[config.mk]
export PLATFORM = sky130hd
export DESIGN_NAME = exp_golomb_dec_seq
export DESIGN_NICKNAME = d
export VERILOG_FILES = /design/src/rtl/exp_golomb_dec_seq.sv
export SDC_FILE = /design/constraint.sdc
export NUM_CORES = 1
export LEC_CHECK = 0
export ABC_CLOCK_PERIOD_IN_PS = 3700
export BUFFER_PORTS_ARGS = -buffer_cell sky130_fd_sc_hd__buf_2
export CAP_MARGIN = 10
export CORE_ASPECT_RATIO = 1.2
export CORE_MARGIN = 1
export CORE_UTILIZATION = 40
export CTS_BUF_LIST = sky130_fd_sc_hd__clkbuf_8
export DETAILED_ROUTE_END_ITERATION = 7
export SLEW_MARGIN = 20
export SYNTH_ARGS = -nofsm -noshare
export SYNTH_HDL_FRONTEND = slang
export SYNTH_SLANG_ARGS = --single-unit
export TNS_END_PERCENT = 100
[constraint.sdc]
create_clock -name clk_i -period 3.7 [get_ports clk_i]
set_clock_uncertainty 0.15 [all_clocks]
set_input_delay 0 -clock clk_i [delete_from_list [all_inputs] [get_ports clk_i]]
set_output_delay 0 -clock clk_i [all_outputs]
set_load 0.03 [all_outputs]
[src/rtl/exp_golomb_dec_seq.sv]
// Exp-Golomb decoder sequencer: unpacks parallel words into the serial
// decoder input, tracks codeword boundaries and registers decoded symbols.
module exp_golomb_dec_seq #(
   parameter int WORD_W     = 32,
   parameter int DATA_WIDTH = 8,
   parameter int LZ_W       = 4,
   parameter int MAX_LZ     = 7,
   parameter int TMO        = 3
) (
   input  logic                  clk_i,
   input  logic                  rstn_b_w,
   input  logic [WORD_W-1:0]     word_i,
   input  logic                  word_valid_i,
   output logic                  word_ready_o,
   output logic                  dec_dt_o,
   output logic                  dec_valid_o,
   input  logic [DATA_WIDTH-1:0] dec_dt_i,
   input  logic                  dec_valid_i,
   output logic [DATA_WIDTH-1:0] sym_o,
   output logic                  sym_valid_o,
   input  logic                  sym_ready_i,
   output logic                  busy_o,
   output logic                  err_o,
   output logic [15:0]           sym_cnt_o
);

   localparam int CNT_W = $clog2(WORD_W + 1);
   localparam int TMR_W = (TMO > 1) ? $clog2(TMO + 1) : 1;

   typedef enum logic [2:0] {
      IDLE, ZEROS, SUFFIX, WAIT, GAP, ERR
   } state_t;

   state_t            state;
   logic [WORD_W-1:0] bits;
   logic [CNT_W-1:0]  left;
   logic [LZ_W-1:0]   lz;
   logic [LZ_W-1:0]   rem;
   logic [TMR_W-1:0]  tmr;
   logic              have_bit;
   logic              cur_bit;
   logic              overlong;
   logic              issue;
   logic              load;

   assign have_bit     = (left != '0);
   assign cur_bit      = bits[WORD_W-1];
   assign overlong     = !cur_bit && (lz == LZ_W'(MAX_LZ));
   assign word_ready_o = !have_bit && (state != ERR);
   assign load         = word_valid_i && word_ready_o;
   assign dec_valid_o  = issue;
   assign dec_dt_o     = cur_bit;
   assign busy_o       = (state != IDLE);

   // Decide whether the current buffer bit goes to the decoder this cycle
   always_comb begin
      issue = 1'b0;
      case (state)
         IDLE:    issue = have_bit && !sym_valid_o;
         ZEROS:   issue = have_bit && !overlong;
         SUFFIX:  issue = have_bit;
         default: issue = 1'b0;
      endcase
   end

   // Bit buffer: load a full word when empty, shift out MSB first
   always_ff @(posedge clk_i or negedge rstn_b_w) begin
      if (!rstn_b_w) begin
         bits <= '0;
         left <= '0;
      end else if (load) begin
         bits <= word_i;
         left <= CNT_W'(WORD_W);
      end else if (issue) begin
         bits <= {bits[WORD_W-2:0], 1'b0};
         left <= left - CNT_W'(1);
      end
   end

   // Codeword tracking FSM with registered symbol, error and count outputs
   always_ff @(posedge clk_i or negedge rstn_b_w) begin
      if (!rstn_b_w) begin
         state       <= IDLE;
         lz          <= '0;
         rem         <= '0;
         tmr         <= '0;
         sym_o       <= '0;
         sym_valid_o <= 1'b0;
         err_o       <= 1'b0;
         sym_cnt_o   <= '0;
      end else begin
         if (sym_valid_o && sym_ready_i) begin
            sym_valid_o <= 1'b0;
            sym_cnt_o   <= sym_cnt_o + 16'd1;
         end
         case (state)
            IDLE: begin
               if (issue) begin
                  if (cur_bit) begin
                     state <= WAIT;
                     tmr   <= '0;
                     lz    <= '0;
                  end else begin
                     state <= ZEROS;
                     lz    <= LZ_W'(1);
                  end
               end
            end
            ZEROS: begin
               if (have_bit) begin
                  if (overlong) begin
                     state <= ERR;
                     err_o <= 1'b1;
                  end else if (!cur_bit) begin
                     lz <= lz + LZ_W'(1);
                  end else begin
                     state <= SUFFIX;
                     rem   <= lz;
                  end
               end
            end
            SUFFIX: begin
               if (issue) begin
                  rem <= rem - LZ_W'(1);
                  if (rem == LZ_W'(1)) begin
                     state <= WAIT;
                     tmr   <= '0;
                  end
               end
            end
            WAIT: begin
               if (dec_valid_i) begin
                  sym_o       <= dec_dt_i;
                  sym_valid_o <= 1'b1;
                  state       <= GAP;
               end else if (tmr == TMR_W'(TMO - 1)) begin
                  state <= ERR;
                  err_o <= 1'b1;
               end else begin
                  tmr <= tmr + TMR_W'(1);
               end
            end
            GAP:     state <= IDLE;
            ERR:     state <= ERR;
            default: state <= IDLE;
         endcase
      end
   end

endmodule

==> run metrics <==
crit path DAT ~2.6 ns; Die H roughly 110 µm; Post-Synth XOR/XNOR Area 0.0398; Req. time, crit path 3.55 ns; htree depth 3; Synth Flop Type dfrtp_1; RSZ-0062 raised after global routing no; Sink Count 77; Crit path largest cell delay about 0.83 ns; Core Area between 9000 and 10,000 µm²; leakage about 2.3 nW; Post-Layout Cell Count approximately 640; GR Util All Layers 0.187; initial antenna violation count 0; clock buffer count from CTS 9; Synth Area in Adders 0.0221; IO Count 75; Post-Syn Instances 410; Inst Count DP ~580; Post-synth EDFFs 0; Placed Area around 4400 µm²; Worst Hold Margin ~0.096 ns; pwr/cell area around 710 nW/µm²; post-route minimum period roughly 2.8 ns; gp weighted congestion just under 0.8; crit path cell chain nand2b_1, o22a_1, nor2_1, buf_2; Slowest-stage cell, CP o22a_1; antenna cells 0; Worst-Margin Slew between 1 and 1.5 ns; crit end category primary output; Vias/cell approximately 5.5; CTS tree yes; CTS Buffer Depth 2; Die Footprint slightly above 10,000 µm²; Post-Syn Nets approximately 460; FP Rows 39; maximum clock rate around 0.36 GHz; Routed Wire Length a little over 9 mm; Final Hold Vio Count 0; HPWL after detailed placement 5.68 mm; fin crit share 0.753; share of cells above drive strength 1 0.223; Peak VDD IR ~0.35 mV; final setup vio count 0; wire length per cell roughly 14 µm; commonest non-fill, non-tap cells in the layout 77 x dfrtp_1, 73 x buf_2, 50 x nor2_1; commonest non-fill, non-tap cell in the layout dfrtp_1; Mapped Area about 4000 µm²; main combinational cell family by area after synthesis compound AO/OA/AOI/OAI gates; largest net degree at the start of global routing a little under 80; DR pass1 iterations 4; Synth cell types 56; vias in the first global route 3,318; PortBufs 74; max-capacitance violation count 0; Hold Path Class in2async; Crit Path Max Fanout 33; simple-gate area share of the yosys netlist 0.156; final core utilization 0.523; Fin Setup TNS 0 ns; Critical Path Source Type flop; starting density of the core 0.414; Yosys top cell area share 0.487; detailed-route via count roughly 3,500; Die Width 92.8 µm; Synth Area in Compound Gates 0.222; Rel. slew slack 0.321; post-synth top area cell dfrtp_1; Mapped Avg Cell Area between 9 and 10 µm²; clk root buf clkbuf_8; status finished, final reports clean; top post-synthesis cells by area dfrtp_1 49%, o21ai_0 5.4%, a21oi_1 4.9%; Clock Pin Slew Worst Setup and Hold Paths ~0.080 ns; postcts setup bufs 0; FFs w/ async S/R, synth 1.00; register area share after synthesis 0.487; Nets ~570; GR Overflow Total 0; YS warnings 0; DR DRC count 0; post-route antenna net violation count 0; first-pass GRT wire length 15.5 mm; fin. max-slew vios 0; #FFs+latches synth slightly below 80; Layout area overhead 26.4%; fin area roughly 5000 µm²; WS Path Type reg2out; clk_lat worst skew 0.35 ns; DRT iter0 DRCs between 150 and 200; post-synthesis mux area share 0.0310
==> final cells by class <==
cell class	instances	area, µm²
Clock buffer	10	138
Sequential cell	77	1930
Clock inverter	6	43.8
Tap cell	123	154
Inverter	10	37.5
Multi-Input combinational cell	296	1870
Fill cell	940	4560
Timing Repair Buffer	121	837
==> metrics by stage <==
stage	power (mW)	setup WS [ns]
finish	3.58	0.915
global route	3.84	0.756
CTS	3.60	0.920
detailed placement	2.96	1.18
global placement	2.93	1.25
floorplan	2.59	1.56
==> power by group <==
| group | switching, mW | internal (mW) |
|---|---|---|
| Combinational | 0.974 | 0.600 |
| Sequential | 0.283 | 1.13 |
| Clock | 0.325 | 0.265 |
| Total | 1.58 | 1.99 |
==> metal layers <==
metal / track usage / share of wire / wire length, µm
met3: 0.0261 / 0.035 / 321
met2: 0.318 / 0.49 / 4490
met5: 0 / 0 / 0
met4: 0.0708 / 0.014 / 126
met1: 0.239 / 0.47 / 4310
==> final timing paths <==
check                         startpoint       endpoint  slack [ns]  cells past startpoint
hold reg to reg            sym_cnt_o[15]  sym_cnt_o[15]        0.32                      1
setup / recovery                state[1]    dec_valid_o        0.91                      4
min in group clk_i          word_valid_i        bits[5]        0.11                      5
hold / removal                  rstn_b_w         tmr[1]         0.1                      2
setup reg to reg                state[1]        left[1]        1.14                      4
max in group asynchronous       rstn_b_w          lz[1]        2.84                      2
==> synth_stat cells, types with 2 or more instances <==
cell and n:
o41ai_1 2, xnor2_1 14, inv_1 10, nor2b_1 4, and4_1 2, a22oi_1 2, a21o_1 2, a311oi_1 2
nor3_1 2, nand3_1 14, xor2_1 4, o21ai_0 43, a31oi_1 31, a2bb2oi_1 2, and3_1 2, nor2_1 50
ha_1 7, buf_2 14, o31ai_1 3, clkbuf_2 3, o22ai_1 3, o21ai_1 2, nand2_1 11, and3b_1 2
nand2b_1 5, nor3b_2 2, or3_1 2, a21boi_0 2, clkbuf_1 9, nand4_1 7, a211oi_1 4, a21oi_1 39
dfrtp_1 77, mux2_2 10
==> state kept, by name, summed over array words and instances, names as in the netlist <==
name,cells
rem,4
left,6
lz,4
sym_valid_o,1
err_o,1
state,3
tmr,2
sym_o,8
sym_cnt_o,16
bits,32
==> critical path: cells and delay by family (launching register included) <==
family                 cells  cell delay (ns)
flip-flops                 1             0.77
AND/OR/NAND/NOR            2             0.44
buffers and inverters      1             0.24
AO/OA/AOI/OAI              1             0.83
==> repair_timing <==
item	4_1_cts	5_1_grt
gates resized for setup	0	0
setup endpoints to repair	0	0
hold buffers	43	0
endpoints found under the hold margin	127	0
==> kinds of logic after synthesis <==
group                    count (synthesis)
buffers and inverters                   37
AO/OA/AOI/OAI                          145
multiplexers                            11
AND/OR/NAND/NOR                        115
flip-flops                              77
XOR/XNOR                                18
adder cells (fa/ha/maj)                  7
Note: power is estimated with default switching activity, not from simulation.
